File: src/rtl/id_ex_stage_reg_if.sv
// ID/EX boundary bundle: decode-side fields, hazard controls and execute-side
// registered fields. The driver of the decode slot uses the master modport,
// the pipeline register uses the slave modport.
//
// Valid semantics: ValidD=1 means the decode slot holds a real instruction in
// this cycle. ValidE=1 means the E stage holds one. There is no ready signal.
// Back-pressure comes only from stall_e, and squashing comes only from flush_e.
interface id_ex_stage_reg_if #(
  parameter int XLEN      = 32,
  parameter int REG_AW    = 5,
  parameter int ALUCTRL_W = 3
);
  logic                 stall_e;
  logic                 flush_e;

  logic                 ValidD;
  logic                 RegWriteD, MemWriteD, JumpD, BranchD, ALUSrcD;
  logic [1:0]           ResultSrcD;
  logic [ALUCTRL_W-1:0] ALUControlD;
  logic [XLEN-1:0]      RD1, RD2, ImmExtD, PCPlus4D;
  logic [REG_AW-1:0]    Rs1D, Rs2D, RdD;

  logic                 ValidE;
  logic                 RegWriteE, MemWriteE, JumpE, BranchE, ALUSrcE;
  logic [1:0]           ResultSrcE;
  logic [ALUCTRL_W-1:0] ALUControlE;
  logic [XLEN-1:0]      RD1E, RD2E, ImmExtE, PCPlus4E;
  logic [REG_AW-1:0]    Rs1E, Rs2E, RdE;

  modport master (
    output stall_e, flush_e, ValidD, RegWriteD, MemWriteD, JumpD, BranchD,
           ALUSrcD, ResultSrcD, ALUControlD, RD1, RD2, ImmExtD, PCPlus4D,
           Rs1D, Rs2D, RdD,
    input  ValidE, RegWriteE, MemWriteE, JumpE, BranchE, ALUSrcE, ResultSrcE,
           ALUControlE, RD1E, RD2E, ImmExtE, PCPlus4E, Rs1E, Rs2E, RdE
  );

  modport slave (
    input  stall_e, flush_e, ValidD, RegWriteD, MemWriteD, JumpD, BranchD,
           ALUSrcD, ResultSrcD, ALUControlD, RD1, RD2, ImmExtD, PCPlus4D,
           Rs1D, Rs2D, RdD,
    output ValidE, RegWriteE, MemWriteE, JumpE, BranchE, ALUSrcE, ResultSrcE,
           ALUControlE, RD1E, RD2E, ImmExtE, PCPlus4E, Rs1E, Rs2E, RdE
  );
endinterface

File: src/rtl/id_ex_stage_reg.sv
// ID/EX pipeline register with a stage valid bit, stall (hold) and flush
// (bubble insert). Priority on each edge: reset > flush > stall > load.
// A bubble is all-zero, including data and register addresses, so it can
// never look like a writer of x0 to the forwarding logic.
// Optional macro ID_EX_PERF_CNT_EN adds saturating stall/flush/bubble counters.
module id_ex_stage_reg #(
  parameter int XLEN      = 32,
  parameter int REG_AW    = 5,
  parameter int ALUCTRL_W = 3,
  parameter int CNT_W     = 16
) (
  input  logic             clk,
  input  logic             rst_n,
  id_ex_stage_reg_if.slave bus
`ifdef ID_EX_PERF_CNT_EN
  ,
  output logic [CNT_W-1:0] stall_cnt,
  output logic [CNT_W-1:0] flush_cnt,
  output logic [CNT_W-1:0] bubble_cnt
`endif
);

  typedef struct packed {
    logic                 valid;
    logic                 regwrite;
    logic                 memwrite;
    logic                 jump;
    logic                 branch;
    logic                 alusrc;
    logic [1:0]           resultsrc;
    logic [ALUCTRL_W-1:0] aluctrl;
    logic [XLEN-1:0]      rd1;
    logic [XLEN-1:0]      rd2;
    logic [XLEN-1:0]      imm;
    logic [XLEN-1:0]      pc4;
    logic [REG_AW-1:0]    rs1;
    logic [REG_AW-1:0]    rs2;
    logic [REG_AW-1:0]    rd;
  } e_stage_t;

  e_stage_t e_q;
  e_stage_t e_d;
  e_stage_t d_rec;

  // Next E contents: flush or an invalid decode slot latches a bubble, and a
  // stall keeps the current contents.
  always_comb begin
    d_rec = '{valid:     1'b1,
              regwrite:  bus.RegWriteD,
              memwrite:  bus.MemWriteD,
              jump:      bus.JumpD,
              branch:    bus.BranchD,
              alusrc:    bus.ALUSrcD,
              resultsrc: bus.ResultSrcD,
              aluctrl:   bus.ALUControlD,
              rd1:       bus.RD1,
              rd2:       bus.RD2,
              imm:       bus.ImmExtD,
              pc4:       bus.PCPlus4D,
              rs1:       bus.Rs1D,
              rs2:       bus.Rs2D,
              rd:        bus.RdD};
    e_d = e_q;
    if (bus.flush_e) begin
      e_d = '0;
    end else if (!bus.stall_e) begin
      e_d = bus.ValidD ? d_rec : '0;
    end
  end

  // E-stage register with synchronous active-low reset.
  always_ff @(posedge clk) begin
    if (!rst_n) begin
      e_q <= '0;
    end else begin
      e_q <= e_d;
    end
  end

  assign bus.ValidE      = e_q.valid;
  assign bus.RegWriteE   = e_q.regwrite;
  assign bus.MemWriteE   = e_q.memwrite;
  assign bus.JumpE       = e_q.jump;
  assign bus.BranchE     = e_q.branch;
  assign bus.ALUSrcE     = e_q.alusrc;
  assign bus.ResultSrcE  = e_q.resultsrc;
  assign bus.ALUControlE = e_q.aluctrl;
  assign bus.RD1E        = e_q.rd1;
  assign bus.RD2E        = e_q.rd2;
  assign bus.ImmExtE     = e_q.imm;
  assign bus.PCPlus4E    = e_q.pc4;
  assign bus.Rs1E        = e_q.rs1;
  assign bus.Rs2E        = e_q.rs2;
  assign bus.RdE         = e_q.rd;

`ifdef ID_EX_PERF_CNT_EN
  logic inc_stall;
  logic inc_flush;
  logic inc_bubble;

  // The three events are mutually exclusive, so at most one counter moves.
  assign inc_flush  = bus.flush_e;
  assign inc_stall  = bus.stall_e & ~bus.flush_e;
  assign inc_bubble = ~bus.stall_e & ~bus.flush_e & ~bus.ValidD;

  // Saturating event counters, cleared by reset.
  always_ff @(posedge clk) begin
    if (!rst_n) begin
      stall_cnt  <= '0;
      flush_cnt  <= '0;
      bubble_cnt <= '0;
    end else begin
      if (inc_stall && (stall_cnt != '1))   stall_cnt  <= stall_cnt + 1'b1;
      if (inc_flush && (flush_cnt != '1))   flush_cnt  <= flush_cnt + 1'b1;
      if (inc_bubble && (bubble_cnt != '1)) bubble_cnt <= bubble_cnt + 1'b1;
    end
  end
`endif

endmodule
File: src/flat_wrapper.sv
// flat-port wrapper written by rule: the top's interface ports become plain ports
module id_ex_stage_reg_flat 
#(
  parameter int XLEN      = 32,
  parameter int REG_AW    = 5,
  parameter int ALUCTRL_W = 3,
  parameter int CNT_W     = 16
)
  (clk, rst_n, bus_stall_e, bus_flush_e, bus_ValidD, bus_RegWriteD, bus_MemWriteD, bus_JumpD, bus_BranchD, bus_ALUSrcD, bus_ResultSrcD, bus_ALUControlD, bus_RD1, bus_RD2, bus_ImmExtD, bus_PCPlus4D, bus_Rs1D, bus_Rs2D, bus_RdD, bus_ValidE, bus_RegWriteE, bus_MemWriteE, bus_JumpE, bus_BranchE, bus_ALUSrcE, bus_ResultSrcE, bus_ALUControlE, bus_RD1E, bus_RD2E, bus_ImmExtE, bus_PCPlus4E, bus_Rs1E, bus_Rs2E, bus_RdE);
  id_ex_stage_reg_if #(.XLEN(XLEN), .REG_AW(REG_AW), .ALUCTRL_W(ALUCTRL_W)) bus_i ();
  input  logic clk;
  input  logic rst_n;
  input wire logic [$bits(bus_i.stall_e)-1:0] bus_stall_e;
  input wire logic [$bits(bus_i.flush_e)-1:0] bus_flush_e;
  input wire logic [$bits(bus_i.ValidD)-1:0] bus_ValidD;
  input wire logic [$bits(bus_i.RegWriteD)-1:0] bus_RegWriteD;
  input wire logic [$bits(bus_i.MemWriteD)-1:0] bus_MemWriteD;
  input wire logic [$bits(bus_i.JumpD)-1:0] bus_JumpD;
  input wire logic [$bits(bus_i.BranchD)-1:0] bus_BranchD;
  input wire logic [$bits(bus_i.ALUSrcD)-1:0] bus_ALUSrcD;
  input wire logic [$bits(bus_i.ResultSrcD)-1:0] bus_ResultSrcD;
  input wire logic [$bits(bus_i.ALUControlD)-1:0] bus_ALUControlD;
  input wire logic [$bits(bus_i.RD1)-1:0] bus_RD1;
  input wire logic [$bits(bus_i.RD2)-1:0] bus_RD2;
  input wire logic [$bits(bus_i.ImmExtD)-1:0] bus_ImmExtD;
  input wire logic [$bits(bus_i.PCPlus4D)-1:0] bus_PCPlus4D;
  input wire logic [$bits(bus_i.Rs1D)-1:0] bus_Rs1D;
  input wire logic [$bits(bus_i.Rs2D)-1:0] bus_Rs2D;
  input wire logic [$bits(bus_i.RdD)-1:0] bus_RdD;
  output wire logic [$bits(bus_i.ValidE)-1:0] bus_ValidE;
  output wire logic [$bits(bus_i.RegWriteE)-1:0] bus_RegWriteE;
  output wire logic [$bits(bus_i.MemWriteE)-1:0] bus_MemWriteE;
  output wire logic [$bits(bus_i.JumpE)-1:0] bus_JumpE;
  output wire logic [$bits(bus_i.BranchE)-1:0] bus_BranchE;
  output wire logic [$bits(bus_i.ALUSrcE)-1:0] bus_ALUSrcE;
  output wire logic [$bits(bus_i.ResultSrcE)-1:0] bus_ResultSrcE;
  output wire logic [$bits(bus_i.ALUControlE)-1:0] bus_ALUControlE;
  output wire logic [$bits(bus_i.RD1E)-1:0] bus_RD1E;
  output wire logic [$bits(bus_i.RD2E)-1:0] bus_RD2E;
  output wire logic [$bits(bus_i.ImmExtE)-1:0] bus_ImmExtE;
  output wire logic [$bits(bus_i.PCPlus4E)-1:0] bus_PCPlus4E;
  output wire logic [$bits(bus_i.Rs1E)-1:0] bus_Rs1E;
  output wire logic [$bits(bus_i.Rs2E)-1:0] bus_Rs2E;
  output wire logic [$bits(bus_i.RdE)-1:0] bus_RdE;
  assign bus_i.stall_e = bus_stall_e;
  assign bus_i.flush_e = bus_flush_e;
  assign bus_i.ValidD = bus_ValidD;
  assign bus_i.RegWriteD = bus_RegWriteD;
  assign bus_i.MemWriteD = bus_MemWriteD;
  assign bus_i.JumpD = bus_JumpD;
  assign bus_i.BranchD = bus_BranchD;
  assign bus_i.ALUSrcD = bus_ALUSrcD;
  assign bus_i.ResultSrcD = bus_ResultSrcD;
  assign bus_i.ALUControlD = bus_ALUControlD;
  assign bus_i.RD1 = bus_RD1;
  assign bus_i.RD2 = bus_RD2;
  assign bus_i.ImmExtD = bus_ImmExtD;
  assign bus_i.PCPlus4D = bus_PCPlus4D;
  assign bus_i.Rs1D = bus_Rs1D;
  assign bus_i.Rs2D = bus_Rs2D;
  assign bus_i.RdD = bus_RdD;
  assign bus_ValidE = bus_i.ValidE;
  assign bus_RegWriteE = bus_i.RegWriteE;
  assign bus_MemWriteE = bus_i.MemWriteE;
  assign bus_JumpE = bus_i.JumpE;
  assign bus_BranchE = bus_i.BranchE;
  assign bus_ALUSrcE = bus_i.ALUSrcE;
  assign bus_ResultSrcE = bus_i.ResultSrcE;
  assign bus_ALUControlE = bus_i.ALUControlE;
  assign bus_RD1E = bus_i.RD1E;
  assign bus_RD2E = bus_i.RD2E;
  assign bus_ImmExtE = bus_i.ImmExtE;
  assign bus_PCPlus4E = bus_i.PCPlus4E;
  assign bus_Rs1E = bus_i.Rs1E;
  assign bus_Rs2E = bus_i.Rs2E;
  assign bus_RdE = bus_i.RdE;
  id_ex_stage_reg #(.XLEN(XLEN), .REG_AW(REG_AW), .ALUCTRL_W(ALUCTRL_W), .CNT_W(CNT_W)) u_core (.clk(clk), .rst_n(rst_n), .bus(bus_i));
endmodule
File: config.mk
export PLATFORM = sky130hd
export DESIGN_NAME = id_ex_stage_reg_flat
export DESIGN_NICKNAME = d
export VERILOG_FILES = /design/src/rtl/id_ex_stage_reg_if.sv /design/src/rtl/id_ex_stage_reg.sv /design/src/flat_wrapper.sv
export SDC_FILE = /design/constraint.sdc
export NUM_CORES = 1
export LEC_CHECK = 0
export ABC_AREA = 1
export CORE_MARGIN = 8
export CORE_UTILIZATION = 41
export CTS_BUF_LIST = sky130_fd_sc_hd__clkbuf_16
export DETAILED_ROUTE_END_ITERATION = 7
export GPL_ROUTABILITY_DRIVEN = 0
export PLACE_DENSITY = 0.9
export SLEW_MARGIN = 0
export SYNTH_ARGS = -nofsm -noshare
export SYNTH_HDL_FRONTEND = slang
export SYNTH_SLANG_ARGS = --single-unit
File: constraint.sdc
create_clock -name clk -period 1.4 [get_ports clk]
set_input_delay 0.28 -clock clk [delete_from_list [all_inputs] [get_ports clk]]
set_output_delay 0.28 -clock clk [all_outputs]
set_load 0.005 [all_outputs]
==> results.json, run 1 <==
{
  "via_per_inst": 5.19,
  "combPwrFrac": 0.112,
  "seq_power_share": 0.431,
  "syn-num-nets": 843,
  "die_h_um": 132,
  "ant_nets": 0,
  "slowest_stage": "dfxtp_1",
  "finClkSkew_ns": 0,
  "cap_violations": 0,
  "cts_setup_buffers": 0,
  "hold_viol_final": 0,
  "rsz0062_at_grt": "no",
  "htreeDepth": 4,
  "period_share": 0.956,
  "core.rowCount": 42,
  "cts.reportedPaths.clkPinSlew_ns": 0.06,
  "nFillCells": 1044,
  "synth-seq-cells": 154,
  "first_pass_iters": 5,
  "cp-start-kind": "flip-flop",
  "endpoint_kind": "output pin",
  "drt-wirelength-per-cell_um": 18.2,
  "power_frac_clock": 0.456,
  "dieArea_sq_mm": 0.0175,
  "crit_family": "flip-flops",
  "worst_ep_required_time_ns": 1.12,
  "cts_buffers": 17,
  "drtIter0Drc": 414,
  "cts_buffer_depth": 2,
  "wl_mm": 21.3,
  "final_cell_mix": "nand2_1 (155), clkdlybuf4s50_1 (155), a21oi_1 (154)",
  "overflow": 0,
  "outcome": "finished, final reports clean",
  "tightest_slew_ns": 0.258,
  "area_delta_synth_final_pct": 68.8,
  "p_switching_mw": 2.37,
  "pwr_density_cell_mw_per_mm2": 1120,
  "holdCritPathClass": "input port to flip-flop",
  "yosys_warnings": 0,
  "syn_inst": 685,
  "cts_root_buffer": "clkbuf_16",
  "final.setup.tns_ns": 0,
  "drv_slew": 0,
  "intPower_mw": 8.10,
  "core_sq_mm": 0.0132,
  "nNetsFinal": 1137,
  "maxSlewHeadroom": 0.828,
  "port_buffers": 311,
  "worstSkewPairLatency_ns": 0.41,
  "max_freq_mhz": 747,
  "drc_errors": 0,
  "slowest_delay_ns": 0.35,
  "ys_seq_area_frac": 0.555,
  "drive_above_1_share": 0.0635,
  "cts_sinks": 154,
  "dieWidth_um": 132,
  "grt_pass1_vias": 6234,
  "grt_pass1_wl_mm": 33.5,
  "path_class": "flip-flop to output pin",
  "switching_share": 0.226,
  "antenna_found_initial": 1,
  "start_util": 0.420,
  "peakVddDrop_mv": 0.814,
  "p_total_mw": 10.5,
  "cts_tree": "done",
  "period_needed_ns": 1.34,
  "cp.buffers_inverters": 1,
  "ios": 312,
  "avgSynthCellArea_sq_um": 8.11,
  "yosysUniqueCellTypes": 12,
  "grt_usage": 0.236,
  "crit_path_cell_trace": "clkdlybuf4s15_1",
  "cp.arrival_ns": 1.06,
  "cp_max_fo": 2,
  "synthesis.area_sq_mm": 0.00556,
  "vias": 6062,
  "setup_viol": 0,
  "cts_hold_buffers": 0,
  "grt_max_degree": 57,
  "leakagePower_nw": 4.00,
  "dp_hpwl_mm": 15.3
}
## synth_stat cells
cell type	number	area [sq um]
a21oi_1	154	771
buf_6	1	11.3
nand3_1	153	766
dfxtp_1	154	3080
nand2_1	155	582
buf_2	37	185
clkbuf_1	8	30.0
buf_4	11	82.6
inv_1	1	3.75
nand2_2	1	6.26
buf_1	9	33.8
inv_2	1	3.75
## cell families (layout without fill, tap and decap cells)
group / after synthesis / count (layout) / share of synthesized area
other: 0 / 1 / 0
AO/OA/AOI/OAI: 154 / 154 / 0.139
buffers and inverters: 68 / 375 / 0.0630
flip-flops: 154 / 154 / 0.555
AND/OR/NAND/NOR: 309 / 309 / 0.244
## metrics by stage
step                      hold WS, ns  utilization  std cells  worst slack [ns]  instance area [sq um]
after floorplan                 0.440            -        685             0.423                   5560
after global placement          0.442        0.677       1136            0.0379                   8960
after detailed placement        0.454        0.677       1136            0.0237                   8960
after CTS                       0.236        0.708       1168            0.0197                   9380
after global routing            0.273        0.709       1169            0.0120                   9380
final                           0.249        0.709       1169            0.0620                   9380
## state kept, by name, indices dropped and copies added, names as in the netlist
name,flops
u_core.bus.JumpE,1
u_core.bus.MemWriteE,1
u_core.bus.RD1E,32
u_core.bus.ImmExtE,32
u_core.bus.ALUSrcE,1
u_core.bus.Rs1E,5
u_core.bus.BranchE,1
u_core.bus.RdE,5
u_core.bus.RD2E,32
u_core.bus.PCPlus4E,32
u_core.bus.RegWriteE,1
u_core.bus.ValidE,1
u_core.bus.ALUControlE,3
u_core.bus.ResultSrcE,2
u_core.bus.Rs2E,5
## timing repair
action	in CTS	in global routing
resized for setup	155	2
endpoints found under the setup margin	154	2
cloned	0	0
pin swaps	0	0
## worst paths after layout
check | from | endpoint | slack (ns) | depth (start not counted)
setup reg to reg | u_core.bus.RD2E[29] | u_core.bus.RD2E[29] | 0.71 | 2
hold / removal | bus_ValidD | u_core.bus.ALUControlE[0] | 0.25 | 3
hold reg to reg | u_core.bus.ImmExtE[11] | u_core.bus.ImmExtE[11] | 0.46 | 2
setup / recovery | u_core.bus.RD1E[15] | bus_RD1E[15] | 0.06 | 1
## layout make-up
type | count | area (sq um) | share of cell area
antenna | 1 | 2.50 | 0.000267
clock inverter | 15 | 181 | 0.0193
sequential | 154 | 3080 | 0.329
tap | 176 | 220 | 0.0235
timing repair buffer | 341 | 3330 | 0.355
clock buffer | 17 | 425 | 0.0453
inverter | 2 | 10.0 | 0.00107
multi-input combinational | 463 | 2130 | 0.227
## power groups by stage
stage / clock network, mW / logic (mW) / registers (mW)
2_1_floorplan: 0 / 0.411 / 4.62
3_3_place_gp: 0 / 1.21 / 4.61
3_5_place_dp: 0 / 1.23 / 4.61
4_1_cts: 4.82 / 1.18 / 4.51
5_1_grt: 5.01 / 1.27 / 4.52
6_report: 4.78 / 1.18 / 4.51
## metal layers
layer  vias up  part of all wire  track usage
met5         -                 0            0
met4         0             0.020       0.0921
li1       2910                 -            -
met3        26              0.12        0.110
met2       329              0.48        0.396
met1      2797              0.37        0.254
(Power assumes the default switching activity.)
==> run 2, diff against run 1 <==
--- a/config.mk
+++ b/config.mk
@@ -12,6 +12,7 @@
 export DETAILED_ROUTE_END_ITERATION = 7
 export GPL_ROUTABILITY_DRIVEN = 0
 export PLACE_DENSITY = 0.9
+export SKIP_CTS_REPAIR_TIMING = 1
 export SLEW_MARGIN = 0
 export SYNTH_ARGS = -nofsm -noshare
 export SYNTH_HDL_FRONTEND = slang
==> constraint.sdc (replaced) <==
create_clock -name clk -period 1.6 [get_ports clk]
set_input_delay 0.32 -clock clk [delete_from_list [all_inputs] [get_ports clk]]
set_output_delay 0.32 -clock clk [all_outputs]
set_load 0.005 [all_outputs]
==> results.json, run 2 (synthesis results as in run 1) <==
{
  "drv_slew": 0,
  "holdCritPathClass": "input port to flip-flop",
  "cp.buffers_inverters": 1,
  "slowest_delay_ns": 0.49,
  "drt-wirelength-per-cell_um": 19.0,
  "worst_ep_required_time_ns": 1.28,
  "finClkSkew_ns": 0,
  "dp_hpwl_mm": 14.9,
  "leakagePower_nw": 5.96,
  "htreeDepth": 4,
  "cp.arrival_ns": 1.24,
  "max_freq_mhz": 641,
  "final.setup.tns_ns": 0,
  "wl_mm": 21.9,
  "cp-start-kind": "flip-flop",
  "overflow": 0,
  "cts_buffer_depth": 2,
  "vias": 6084,
  "dieWidth_um": 132,
  "nNetsFinal": 1125,
  "holdWs_ns": 0.287,
  "ios": 312,
  "final_common_cell": "clkdlybuf4s50_1",
  "r2r_setup_slack_ns": 0.88,
  "crit_family": "buffers and inverters",
  "drtIter0Drc": 387,
  "drive_above_1_share": 0.0561,
  "cts.reportedPaths.clkPinSlew_ns": 0.06,
  "period_share": 0.976,
  "dieArea_sq_mm": 0.0175,
  "cts_buffers": 17,
  "grt_pass1_wl_mm": 32.4,
  "die_h_um": 132,
  "grt_usage": 0.230,
  "hold_viol_final": 0,
  "period_needed_ns": 1.56,
  "grt_pass1_vias": 5982,
  "peakVddDrop_mv": 0.955,
  "maxSlewHeadroom": 0.536,
  "first_pass_iters": 5,
  "cap_violations": 0,
  "tightest_slew_ns": 0.696,
  "drc_errors": 0,
  "cts_tree": "done",
  "worstSkewPairLatency_ns": 0.41,
  "via_per_inst": 5.26,
  "path_class": "flip-flop to output pin",
  "cp_max_fo": 2,
  "setup_viol": 0,
  "grt_max_degree": 155,
  "ant_nets": 0,
  "core_sq_mm": 0.0132,
  "area_delta_synth_final_pct": 76.5,
  "port_buffers": 311,
  "start_util": 0.420,
  "outcome": "finished, final reports clean",
  "rsz0062_at_grt": "no",
  "cts_sinks": 154,
  "core.rowCount": 42,
  "crit_path_cell_trace": "clkdlybuf4s50_1",
  "antenna_found_initial": 1,
  "final_cell_mix": "clkdlybuf4s50_1 (156), nand2_1 (155), a21oi_1 (154)",
  "endpoint_kind": "output pin",
  "pwr_density_cell_mw_per_mm2": 938,
  "diodes": 0,
  "slowest_stage": "clkdlybuf4s50_1",
  "cts_root_buffer": "clkbuf_16"
}
[run 2: per-layer routing]
metal | routed length, um | up-vias | part of all wire | track usage
li1 | - | 2882 | - | -
met1 | 8150 | 2850 | 0.37 | 0.247
met2 | 10700 | 312 | 0.49 | 0.384
met3 | 2490 | 38 | 0.11 | 0.112
met4 | 541 | 2 | 0.025 | 0.0864
met5 | 13 | - | 0.00059 | 0
[run 2: layout make-up]
cell class | count | area (sq um)
Tap cell | 176 | 220
Fill cell | 893 | 3430
Clock buffer | 17 | 425
Clock inverter | 15 | 200
Timing Repair Buffer | 329 | 3740
Inverter | 2 | 10.0
Multi-Input combinational cell | 463 | 2130
Sequential cell | 154 | 3090
[run 2: metrics by stage]
step	power (mW)	cell area, sq um	setup slack, ns	std cells	util
2_1_floorplan	4.40	5560	0.583	685	-
3_3_place_gp	5.05	8800	0.211	1124	0.664
3_5_place_dp	5.06	8800	0.197	1124	0.664
4_1_cts	9.27	9420	-0.0772	1156	0.712
5_1_grt	9.50	9810	0.00476	1156	0.741
6_report	9.20	9810	0.0391	1156	0.741
[run 2: final timing paths]
path                             from                   to  cells past startpoint
setup reg to reg  u_core.bus.RD1E[25]  u_core.bus.RD1E[25]                      2
hold reg to reg     u_core.bus.RdE[1]    u_core.bus.RdE[1]                      2
hold / removal             bus_ValidD   u_core.bus.RD1E[2]                      3
setup / recovery   u_core.bus.RD2E[3]          bus_RD2E[3]                      1
[run 2: power breakdown]
part           internal [mW]  switching (mW)  leakage (nW)
Clock                   2.61            1.62         0.285
Combinational          0.577           0.438          4.42
Sequential              3.91          0.0383          1.25
